File: src/rtl/mem_pkg.sv
// Shared SRAM geometry for the switch memory subsystem.
// Combinational only: constants, no logic.
// No flow control: sizes only.
package mem_pkg;

    localparam int ADDR_W     = 10;
    localparam int BLOCK_BITS = 32;

endpackage

File: src/rtl/switch_pkg.sv
// Switch-wide port indexing and arbitration defaults.
// Combinational only: constants and types, no logic.
// No flow control: types only.
package switch_pkg;

    localparam int MAX_PORTS    = 16;
    localparam int PORT_IDX_W   = 4;
    localparam int WEIGHT_W_DEF = 4;

    typedef logic [PORT_IDX_W-1:0] port_idx_t;

endpackage

File: src/rtl/sync_fifo.sv
// Generic single-clock FIFO with head peek, any depth >= 2.
// Latency: a pushed entry is visible at the head one cycle after the push.
// Backpressure: push ignored when full, pop ignored when empty; caller watches full_o/empty_o.
module sync_fifo #(
    parameter int WIDTH = 8,
    parameter int DEPTH = 4
) (
    input  logic             clk,
    input  logic             rst_n,
    input  logic             push_i,
    input  logic [WIDTH-1:0] push_dat_i,
    input  logic             pop_i,
    output logic [WIDTH-1:0] head_dat_o,
    output logic             full_o,
    output logic             empty_o
);

    localparam int PTR_W = (DEPTH > 1) ? $clog2(DEPTH) : 1;
    localparam int CNT_W = $clog2(DEPTH + 1);

    logic [WIDTH-1:0] mem_q [DEPTH];
    logic [PTR_W-1:0] wr_ptr_q, wr_ptr_d;
    logic [PTR_W-1:0] rd_ptr_q, rd_ptr_d;
    logic [CNT_W-1:0] cnt_q, cnt_d;
    logic             do_push, do_pop;

    assign full_o     = (cnt_q == CNT_W'(DEPTH));
    assign empty_o    = (cnt_q == '0);
    assign do_push    = push_i && !full_o;
    assign do_pop     = pop_i && !empty_o;
    assign head_dat_o = mem_q[rd_ptr_q];

    // Next pointers wrap at DEPTH (depth need not be a power of two); count tracks push-minus-pop.
    always_comb begin
        wr_ptr_d = wr_ptr_q;
        rd_ptr_d = rd_ptr_q;
        cnt_d    = cnt_q;
        if (do_push) begin
            wr_ptr_d = (wr_ptr_q == PTR_W'(DEPTH - 1)) ? '0 : wr_ptr_q + 1'b1;
        end
        if (do_pop) begin
            rd_ptr_d = (rd_ptr_q == PTR_W'(DEPTH - 1)) ? '0 : rd_ptr_q + 1'b1;
        end
        case ({do_push, do_pop})
            2'b10:   cnt_d = cnt_q + 1'b1;
            2'b01:   cnt_d = cnt_q - 1'b1;
            default: cnt_d = cnt_q;
        endcase
    end

    // Pointer and occupancy state; reset empties the FIFO.
    always_ff @(posedge clk or negedge rst_n) begin
        if (!rst_n) begin
            wr_ptr_q <= '0;
            rd_ptr_q <= '0;
            cnt_q    <= '0;
        end else begin
            wr_ptr_q <= wr_ptr_d;
            rd_ptr_q <= rd_ptr_d;
            cnt_q    <= cnt_d;
        end
    end

    // Storage needs no reset: entries are only read once counted valid.
    always_ff @(posedge clk) begin
        if (do_push) begin
            mem_q[wr_ptr_q] <= push_dat_i;
        end
    end

endmodule

File: src/rtl/wrr_sel.sv
// Weighted round-robin selector: owner pointer keeps the grant while it has credit.
// Latency: grant is combinational from req_i and registered ptr/credit.
// Backpressure: en_i low masks all requests, so no grant and state holds.
module wrr_sel
    import switch_pkg::*;
#(
    parameter int NUM_PORTS = 4,
    parameter int WEIGHT_W  = WEIGHT_W_DEF
) (
    input  logic                                clk,
    input  logic                                rst_n,
    input  logic                                en_i,
    input  logic [NUM_PORTS-1:0]                req_i,
    input  logic [NUM_PORTS-1:0][WEIGHT_W-1:0]  weight_i,
    output logic [NUM_PORTS-1:0]                gnt_o
);

    localparam int PTR_W = $clog2(NUM_PORTS);

    logic [PTR_W-1:0]     ptr_q, ptr_d;
    logic [WEIGHT_W-1:0]  credit_q, credit_d;
    logic [NUM_PORTS-1:0] req_eff;
    logic [PTR_W-1:0]     gnt_idx;
    logic [PTR_W-1:0]     cand;
    logic                 gnt_vld;
    logic                 found;

    assign req_eff = req_i & {NUM_PORTS{en_i}};
    assign gnt_o   = gnt_vld ? (NUM_PORTS'(1) << gnt_idx) : '0;

    // Owner keeps the slot while credit lasts; otherwise scan ptr+1..ptr (ptr last) and reload credit.
    always_comb begin
        ptr_d    = ptr_q;
        credit_d = credit_q;
        gnt_vld  = 1'b0;
        gnt_idx  = '0;
        found    = 1'b0;
        cand     = '0;
        if (req_eff[ptr_q] && (credit_q != '0)) begin
            gnt_vld  = 1'b1;
            gnt_idx  = ptr_q;
            credit_d = credit_q - 1'b1;
        end else begin
            for (int k = 1; k <= NUM_PORTS; k++) begin
                cand = PTR_W'((int'(ptr_q) + k) % NUM_PORTS);
                if (!found && req_eff[cand]) begin
                    found   = 1'b1;
                    gnt_idx = cand;
                end
            end
            if (found) begin
                gnt_vld  = 1'b1;
                ptr_d    = gnt_idx;
                // Weight 0 is treated as weight 1: one grant, no extra credit.
                credit_d = (weight_i[gnt_idx] == '0) ? '0 : weight_i[gnt_idx] - 1'b1;
            end
        end
    end

    // Reset points at the last port so port 0 is scanned first.
    always_ff @(posedge clk or negedge rst_n) begin
        if (!rst_n) begin
            ptr_q    <= PTR_W'(NUM_PORTS - 1);
            credit_q <= '0;
        end else begin
            ptr_q    <= ptr_d;
            credit_q <= credit_d;
        end
    end

endmodule

File: src/rtl/mem_port_arbiter.sv
// Arbitrates per-port read/write requests onto one SRAM port pair and routes read data back by tag.
// Latency: write/read command 1 cycle after grant; read data 1 cycle after mem_rvalid_i.
// Backpressure: read grants stall while the tag FIFO (RD_LAT+2 deep) is full; writes never stall.
module mem_port_arbiter
    import mem_pkg::*;
    import switch_pkg::*;
#(
    parameter int NUM_PORTS = 4,
    parameter int RD_LAT    = 1,
    parameter int WEIGHT_W  = WEIGHT_W_DEF
) (
    input  logic                                 clk,
    input  logic                                 rst_n,
    input  logic [NUM_PORTS-1:0][WEIGHT_W-1:0]   wr_weight_i,
    input  logic [NUM_PORTS-1:0][WEIGHT_W-1:0]   rd_weight_i,
    input  logic [NUM_PORTS-1:0]                 wr_req_i,
    input  logic [NUM_PORTS-1:0][ADDR_W-1:0]     wr_addr_i,
    input  logic [NUM_PORTS-1:0][BLOCK_BITS-1:0] wr_data_i,
    output logic [NUM_PORTS-1:0]                 wr_gnt_o,
    output logic                                 mem_we_o,
    output logic [ADDR_W-1:0]                    mem_waddr_o,
    output logic [BLOCK_BITS-1:0]                mem_wdata_o,
    input  logic [NUM_PORTS-1:0]                 rd_req_i,
    input  logic [NUM_PORTS-1:0][ADDR_W-1:0]     rd_addr_i,
    output logic [NUM_PORTS-1:0]                 rd_gnt_o,
    output logic                                 mem_re_o,
    output logic [ADDR_W-1:0]                    mem_raddr_o,
    input  logic                                 mem_rvalid_i,
    input  logic [BLOCK_BITS-1:0]                mem_rdata_i,
    output logic [NUM_PORTS-1:0]                 rd_valid_o,
    output logic [BLOCK_BITS-1:0]                rd_data_o,
    output logic                                 rd_err_o
);

    localparam int TAG_DEPTH = RD_LAT + 2;

    logic [NUM_PORTS-1:0]  wr_gnt, rd_gnt;
    logic                  rd_en;
    logic                  tag_full, tag_empty, tag_push, tag_pop;
    port_idx_t             rd_gnt_idx, tag_head;
    logic [ADDR_W-1:0]     wr_addr_sel, rd_addr_sel;
    logic [BLOCK_BITS-1:0] wr_data_sel;

    logic                  mem_we_q;
    logic [ADDR_W-1:0]     mem_waddr_q;
    logic [BLOCK_BITS-1:0] mem_wdata_q;
    logic                  mem_re_q;
    logic [ADDR_W-1:0]     mem_raddr_q;
    logic [NUM_PORTS-1:0]  rd_valid_q;
    logic [BLOCK_BITS-1:0] rd_data_q;
    logic                  rd_err_q;

    wrr_sel #(
        .NUM_PORTS (NUM_PORTS),
        .WEIGHT_W  (WEIGHT_W)
    ) u_wr_sel (
        .clk      (clk),
        .rst_n    (rst_n),
        .en_i     (1'b1),
        .req_i    (wr_req_i),
        .weight_i (wr_weight_i),
        .gnt_o    (wr_gnt)
    );

    wrr_sel #(
        .NUM_PORTS (NUM_PORTS),
        .WEIGHT_W  (WEIGHT_W)
    ) u_rd_sel (
        .clk      (clk),
        .rst_n    (rst_n),
        .en_i     (rd_en),
        .req_i    (rd_req_i),
        .weight_i (rd_weight_i),
        .gnt_o    (rd_gnt)
    );

    // Full FIFO blocks read grants outright, even when a pop lands in the same cycle.
    assign rd_en    = !tag_full;
    assign tag_push = |rd_gnt;
    assign tag_pop  = mem_rvalid_i && !tag_empty;

    sync_fifo #(
        .WIDTH (PORT_IDX_W),
        .DEPTH (TAG_DEPTH)
    ) u_tag_fifo (
        .clk        (clk),
        .rst_n      (rst_n),
        .push_i     (tag_push),
        .push_dat_i (rd_gnt_idx),
        .pop_i      (tag_pop),
        .head_dat_o (tag_head),
        .full_o     (tag_full),
        .empty_o    (tag_empty)
    );

    // Steer the one-hot granted port's address, data and index onto the shared buses.
    always_comb begin
        wr_addr_sel = '0;
        wr_data_sel = '0;
        rd_addr_sel = '0;
        rd_gnt_idx  = '0;
        for (int p = 0; p < NUM_PORTS; p++) begin
            if (wr_gnt[p]) begin
                wr_addr_sel = wr_addr_i[p];
                wr_data_sel = wr_data_i[p];
            end
            if (rd_gnt[p]) begin
                rd_addr_sel = rd_addr_i[p];
                rd_gnt_idx  = port_idx_t'(p);
            end
        end
    end

    // Register the SRAM command for both channels one cycle after the grant.
    always_ff @(posedge clk or negedge rst_n) begin
        if (!rst_n) begin
            mem_we_q    <= 1'b0;
            mem_waddr_q <= '0;
            mem_wdata_q <= '0;
            mem_re_q    <= 1'b0;
            mem_raddr_q <= '0;
        end else begin
            mem_we_q <= |wr_gnt;
            mem_re_q <= |rd_gnt;
            if (|wr_gnt) begin
                mem_waddr_q <= wr_addr_sel;
                mem_wdata_q <= wr_data_sel;
            end
            if (|rd_gnt) begin
                mem_raddr_q <= rd_addr_sel;
            end
        end
    end

    // Return path: deliver data to the tagged port; data with no tag outstanding sets a sticky error.
    always_ff @(posedge clk or negedge rst_n) begin
        if (!rst_n) begin
            rd_valid_q <= '0;
            rd_data_q  <= '0;
            rd_err_q   <= 1'b0;
        end else begin
            rd_valid_q <= tag_pop ? (NUM_PORTS'(1) << tag_head) : '0;
            if (tag_pop) begin
                rd_data_q <= mem_rdata_i;
            end
            if (mem_rvalid_i && tag_empty) begin
                rd_err_q <= 1'b1;
            end
        end
    end

    assign wr_gnt_o    = wr_gnt;
    assign rd_gnt_o    = rd_gnt;
    assign mem_we_o    = mem_we_q;
    assign mem_waddr_o = mem_waddr_q;
    assign mem_wdata_o = mem_wdata_q;
    assign mem_re_o    = mem_re_q;
    assign mem_raddr_o = mem_raddr_q;
    assign rd_valid_o  = rd_valid_q;
    assign rd_data_o   = rd_data_q;
    assign rd_err_o    = rd_err_q;

endmodule

File: config.mk
export PLATFORM = sky130hd
export DESIGN_NAME = mem_port_arbiter
export DESIGN_NICKNAME = d
export VERILOG_FILES = /design/src/rtl/mem_pkg.sv /design/src/rtl/switch_pkg.sv /design/src/rtl/sync_fifo.sv /design/src/rtl/wrr_sel.sv /design/src/rtl/mem_port_arbiter.sv
export SDC_FILE = /design/constraint.sdc
export NUM_CORES = 1
export LEC_CHECK = 0
export ABC_AREA = 1
export ABC_CLOCK_PERIOD_IN_PS = 3950
export BUFFER_PORTS_ARGS = -buffer_cell sky130_fd_sc_hd__buf_2
export CORE_AREA = 2 2 149 151
export CTS_CLUSTER_DIAMETER = 50
export DETAILED_ROUTE_END_ITERATION = 10
export DIE_AREA = 0 0 151 153
export GPL_TIMING_DRIVEN = 0
export PLACE_DENSITY = 0.69
export SLEW_MARGIN = 40
export SYNTH_ARGS = -nofsm -noshare
export SYNTH_HDL_FRONTEND = slang
export SYNTH_SLANG_ARGS = --single-unit
File: constraint.sdc
create_clock -name clk -period 3.95 [get_ports clk]
set_input_delay 0.79 -clock clk [delete_from_list [all_inputs] [get_ports clk]]
set_output_delay 0.79 -clock clk [all_outputs]
set_load 0.05 [all_outputs]
==> results of run 1 <==
## per-layer routing
layer	part of all wire, %	vias to the layer above	track usage, %
met4	1.9	4	6.19
met3	6.6	39	4.57
met5	0.10	-	0
met2	51	313	38.2
li1	-	3856	-
met1	41	3571	24.9
## final cells by class
class / instances / area share [%]
Tap cell: 280 / 3.58
Timing Repair Buffer: 386 / 20.3
Multi-Input combinational cell: 735 / 36.0
Antenna cell: 1 / 0.0256
Sequential cell: 115 / 29.8
Inverter: 43 / 1.75
Clock buffer: 18 / 4.49
Clock inverter: 14 / 1.48
Buffer: 42 / 2.61
## cells in the final DEF, fill, tap and decap left out, types with 9 or more instances in the layout
| cell | synthesis | final |
|---|---|---|
| nand2_1 | 416 | 416 |
| buf_2 | 19 | 394 |
| dfrtp_1 | 105 | 105 |
| nand3_1 | 87 | 87 |
| o21ai_0 | 64 | 64 |
| o21ai_2 | 44 | 44 |
| inv_1 | 32 | 32 |
| nor2_1 | 24 | 24 |
| o21ai_1 | 23 | 23 |
| clkbuf_16 | 0 | 17 |
| nand4_1 | 12 | 12 |
| a21oi_1 | 12 | 12 |
| clkbuf_1 | 12 | 11 |
| buf_6 | 8 | 9 |
## sequential cells by signal (all words and copies together), names as in the netlist, 4 cells and up
signal             count
u_wr_sel.credit_q      4
mem_wdata_o           32
rd_valid_o             4
mem_waddr_o           10
rd_data_o             32
mem_raddr_o           10
u_rd_sel.credit_q      4
u_tag_fifo.mem_q       6
## worst max-delay path: cells and delay by family (launching register included)
family	cells	cell delay [ns]
flops	1	0.51
buf+inv	6	1.46
simple gates	5	0.57
## synth_stat cells
library cell,count,area [sq um]
nand2_2,8,50.1
a221oi_1,1,8.76
buf_1,1,3.75
inv_1,32,120
buf_2,19,95.1
clkbuf_1,12,45.0
dfrtp_1,105,2630
nand3_2,6,60.1
a21oi_1,12,60.1
nor2_1,24,90.1
nor2_4,4,45.0
nor2_8,1,20.0
nand4_1,12,75.1
nand2_4,2,22.5
xnor2_1,5,43.8
ha_1,3,37.5
nand2_1,416,1560
xor2_2,1,16.3
nand4_2,2,25.0
o21ai_4,2,32.5
buf_6,8,90.1
xor2_1,2,17.5
nor2_2,2,12.5
o21ai_1,23,115
o21bai_1,3,22.5
edfxtp_1,6,180
nand3b_1,1,7.51
buf_4,3,22.5
o21ai_2,44,385
or2_2,2,12.5
inv_2,8,30.0
inv_6,1,8.76
nand3_1,87,435
dfstp_2,4,105
o21ai_0,64,320
nor3_1,6,30.0
or2_1,1,6.26
inv_4,2,12.5
o211ai_1,1,7.51
## stage by stage
step                area, sq um  utilization (%)  hold WS, ns  setup slack [ns]
global placement           9120             42.4        0.455             0.256
detailed placement         9160             42.6        0.460             0.248
floorplan                  6860                -        0.449             0.200
global route               9780             45.5        0.280           0.00481
finish                     9780             45.5        0.269             0.197
CTS                        9740             45.3        0.271            0.0421
## final timing paths
check / start / end / slack, ns
max: u_wr_sel.ptr_q[1]$_DFFE_PN1P_ / wr_gnt_o[0] / 0.20
min: rst_n / rd_data_o[7]$_DFFE_PN0P_ / 0.27
max reg2reg: u_rd_sel.ptr_q[0]$_DFFE_PN1P_ / u_tag_fifo.cnt_q[1]$_DFFE_PN0P_ / 1.08
min reg2reg: rd_data_o[2]$_DFFE_PN0P_ / rd_data_o[2]$_DFFE_PN0P_ / 0.47
max in group asynchronous: rst_n / u_rd_sel.ptr_q[1]$_DFFE_PN1P_ / 2.98
min in group clk: rd_data_o[2]$_DFFE_PN0P_ / rd_data_o[2]$_DFFE_PN0P_ / 0.47
## cells by family (layout without fill, tap and decap cells)
kind of cell	after synthesis	after routing	synth area share, %
DFF	115	115	42.5
adders and majority gates	3	3	0.547
buffers and inverters	86	503	6.24
AOI/OAI and AO/OA	150	150	13.9
and+or+nand+nor	574	574	35.8
xor gates and xnor gates	8	8	1.13
other	0	1	0
## repair_timing
item / CTS / global route
endpoints found under the setup margin: 0 / 6
gates resized for setup: 0 / 9
setup buffers: 0 / 4
==> run metrics, run 1 <==
outcome=complete, no violations; slowest cell delay on critical path=0.51 ns; # H-tree levels=4; GRT Residual Overflow=0; Fill cells=2,215; Clock Root Buffer=clkbuf_16; DIE AREA=0.0231 sq mm; DR WL/cell=15.1 um; Die Ht=153 um; vias in the first global route=7,543; maxcap violations=0; Rel. slew slack=50.7%; area of the multi-input gates=0.00352 sq mm; DRT Pass-1 Iters=6; count of state elements after synthesis=115; area grow syn2layout=42.6%; # clock sinks=115; worst-path fanout max=10; dpl cells=1,598; Unique masters post-synth=39; startpoint class of the critical path=flop; clock tree buffer depth=2; initial antenna violation count=3; synthesized area=0.00686 sq mm; largest net degree at the start of global routing=63; Via-to-Cell Ratio=4.76; Total GRT Usage=21.1%; fin crit period=3.75 ns; CP Capture Type=output pin; crit path kind=flop to output pin; row cnt=54; worst-margin pin slew=0.740 ns; layout cell share with drive strength beyond 1=39.7%; synth warn=0; fin crit share=95.0%; Clock Latency Late Sink=0.41 ns; Core ar.=0.0215 sq mm; Die Wd=151 um; CTS Buf Count=17; TNS Setup=0 ns; fin nets=1,626; Reg area=0.00291 sq mm; post-route ant nets=0; drt drc=0; register area share after synthesis=42.5%; Critical Path RT=3.16 ns; Hold Path Class=input pin to asynchronous set/reset pin; R2R cell count=12; initial DRC count=374; final setup vio count=0; final WL=24,600 um; Final Hold Fails=0; unrepaired setup endpoints after global routing=false; Non-Filler Instances=1,634; crit path max-delay cell type=dfstp_2; arrival time at the worst endpoint=2.96 ns; clk slew on worst S/H paths=0.06 ns; PortBufs=381; hpwl dp=19,100 um; critical path cell sequence=buf_2 -> inv_1 -> nand2_1 -> nand2_1 -> nor2_4 -> nand3_1 -> inv_1 -> clkbuf_1 -> clkbuf_2 -> nor3_1 -> buf_2; Final GP Congestion=0.893; Max Slew Vio Count=0; Via Count=7,783; syn nets=1,222; # hold bufs at CTS=0; Post-Route Skew=0.00894 ns; number of I/O pins=382; Syn Inst Count=936; Initial Util=31.9%; Avg Inst Size Synth=7.33 sq um; first-pass GRT wire length=38,300 um; highest achievable clock rate=266 MHz; CTS tree=built
Power of run 1 is left out: the tool's default activity adds up to more than one toggle a clock period on the data nets, which glitch-free logic cannot reach.
==> run 2: changes to the inputs <==
--- a/config.mk
+++ b/config.mk
@@ -15,4 +15,5 @@
 export GPL_TIMING_DRIVEN = 0
 export PLACE_DENSITY = 0.69
+export RECOVER_POWER = 50
 export SLEW_MARGIN = 40
 export SYNTH_ARGS = -nofsm -noshare
==> constraint.sdc (replaced) <==
create_clock -name clk -period 3.95 [get_ports clk]
set_input_delay 0 -clock clk [delete_from_list [all_inputs] [get_ports clk]]
set_output_delay 0 -clock clk [all_outputs]
set_load 0.05 [all_outputs]
==> run 2 against run 1 <==
Net effect: the run now ends with capacitance limit, slew limit left; cell area up 15%; hold slack got worse by 0.20 ns; utilization grew 6.7 points; fmax increased by 1.0%; final cell count is 9.2% higher; critical path depth increased by 8; count of clock-buffer cells in the layout did not move; clock skew increased by 0.0019 ns; via count rose by 11%; critical path type is now flop to flop; highest routed layer unchanged.
==> run metrics, run 2 (same netlist as run 1, synthesis figures left out) <==
initial antenna violation count=2 (-1); Die Wd=151 um (unchanged); commonest non-fill, non-tap cell in the layout=nand2_1; ANT cells=0 (-1); failing checks=capacitance limit, slew limit; Via-to-Cell Ratio=4.83 (+1.4%); maxcap violations=1 (+1); CP dominant cell by count=nand2_1; fin nets=1,778 (+9.3%); Fill cells=2,050 (-7.4%); arrival time at the worst endpoint=4.06 ns (+1.10 ns); Final Hold Fails=0 (unchanged); Die Ht=153 um (unchanged); Hold WS=0.0679 ns (-0.201 ns); PortBufs=381 (unchanged); critical path cell sequence=buf_2 -> xor2_2 -> nand2_1 -> nand2_2 -> inv_2 -> nand2_1 -> nand2_1 -> nand3_2 -> inv_2 -> nand2_2 -> nand2_4 -> nor2_4 -> clkbuf_4 -> o21ai_0 -> nand2_1 -> o21ai_2 -> dlygate4sd3_1 -> nand3_1 -> dlygate4sd3_1; CP Capture Type=flop; Non-Filler Instances=1,785 (+9.2%); Max Slew Vio Count=49 (+49); Clock Latency Late Sink=0.42 ns (about the same); final setup vio count=0 (unchanged); startpoint class of the critical path=flop; outcome=complete, but fails checks; Initial Util=31.9% (unchanged); number of I/O pins=382 (unchanged); clk slew on worst S/H paths=0.06 ns (about the same); Critical Path RT=4.30 ns (+1.14 ns); hpwl dp=19,100 um (unchanged); Post-Route Skew=0.0109 ns (+0.00193 ns); Post-CTS Setup Repair Bufs=0 (unchanged); slowest cell delay on critical path=0.55 ns (+0.04 ns); DR WL/cell=15.3 um (+1.4%); final WL=27,300 um (+11%); Rel. slew slack=-78.8% (-130 points); drt drc=0 (unchanged); M1 GR Usage=26.3% (+1.4 points); Core ar.=0.0215 sq mm (unchanged); highest achievable clock rate=269 MHz (+1.0%); row cnt=54 (unchanged); # clock sinks=115 (unchanged); initial DRC count=492 (+32%); clock tree buffer depth=2 (unchanged); Core Util, Final=52.2% (+6.7 points); area grow syn2layout=63.5%; vias in the first global route=8,774 (+16%); CTS tree=built; TNS Setup=0 ns (unchanged); worst-margin pin slew=2.68 ns (+1.94 ns); Final GP Congestion=0.893 (unchanged); layout cell share with drive strength beyond 1=31.8% (-7.9 points); most frequent cells in the layout=nand2_1, buf_2, dlygate4sd3_1; Total GRT Usage=23.3% (+2.1 points); met3 Track Usage GR=4.96% (+0.39 points); Via Count=8,622 (+11%); Reg area=0.00291 sq mm (unchanged); GRT Residual Overflow=0 (unchanged); Top Usage Layer GRT=met2; Clock Root Buffer=clkbuf_16; worst-path fanout max=10 (unchanged); CTS Buf Count=17 (unchanged); # H-tree levels=4 (unchanged); post-route ant nets=0 (unchanged); unrepaired setup endpoints after global routing=false; first-pass GRT wire length=42,600 um (+11%); largest net degree at the start of global routing=63 (unchanged); DRT Pass-1 Iters=5 (-1); crit path max-delay cell type=dlygate4sd3_1; DIE AREA=0.0231 sq mm (unchanged); fin crit share=94.1% (-0.95 points); grt met2 use=41.9% (+3.7 points); area of the multi-input gates=0.00353 sq mm (+0.21%); crit path kind=flop to flop; dpl cells=1,598 (unchanged); fin crit period=3.72 ns (-0.0376 ns); Hold Path Class=input pin to flop
==> run 2: metrics by stage <==
step                      area, sq um  setup WS [ns]
after floorplan                  6860           1.16
after global placement           9120           1.12
after detailed placement         9160           1.06
after CTS                       11300         0.0791
after global routing            11200        0.00762
final                           11200          0.234
==> run 2: area by class of cell <==
class                           count  area share, %
Multi-Input combinational cell    735           31.5
Clock buffer                       18           3.92
Timing Repair Buffer              538           30.4
Tap cell                          280           3.12
Buffer                             42           2.33
Inverter                           43           1.53
Sequential cell                   115           26.0
Clock inverter                     14           1.29
==> run 2: final timing paths <==
path	end	start	cells after the start	slack, ns
max reg2reg	mem_wdata_o[10]$_DFFE_PN0P_	u_wr_sel.ptr_q[1]$_DFFE_PN1P_	19	0.23
min reg2reg	rd_data_o[12]$_DFFE_PN0P_	rd_data_o[12]$_DFFE_PN0P_	2	0.47
max in group asynchronous	mem_wdata_o[14]$_DFFE_PN0P_	rst_n	3	0.78
max	mem_wdata_o[10]$_DFFE_PN0P_	u_wr_sel.ptr_q[1]$_DFFE_PN1P_	19	0.23
min	u_wr_sel.credit_q[0]$_DFFE_PN0P_	wr_weight_i[0]	6	0.07
min in group asynchronous	rd_data_o[7]$_DFFE_PN0P_	rst_n	2	0.97
==> run 2: what timing repair did <==
item                       4_1_cts  5_1_grt
hold endpoints to repair       193        0
hold buffers                   156        0
resized for setup                0        9
setup endpoints to repair        0        7
==> run 2: metal layers <==
layer / wire length (um) / vias to the layer above
met5: 25 / -
met4: 1080 / 4
met3: 1990 / 87
met2: 13600 / 390
met1: 10600 / 3981
li1: - / 4160
==> run 2: critical path, delay by kind of cell, from the launching register on <==
family | cells | cell delay [ns]
AND/OR/NAND/NOR | 10 | 1.06
AO/OA/AOI/OAI | 2 | 0.20
buffers and inverters | 6 | 1.67
flip-flops | 1 | 0.51
XOR/XNOR | 1 | 0.21
Power of run 2 is left out for the same reason.
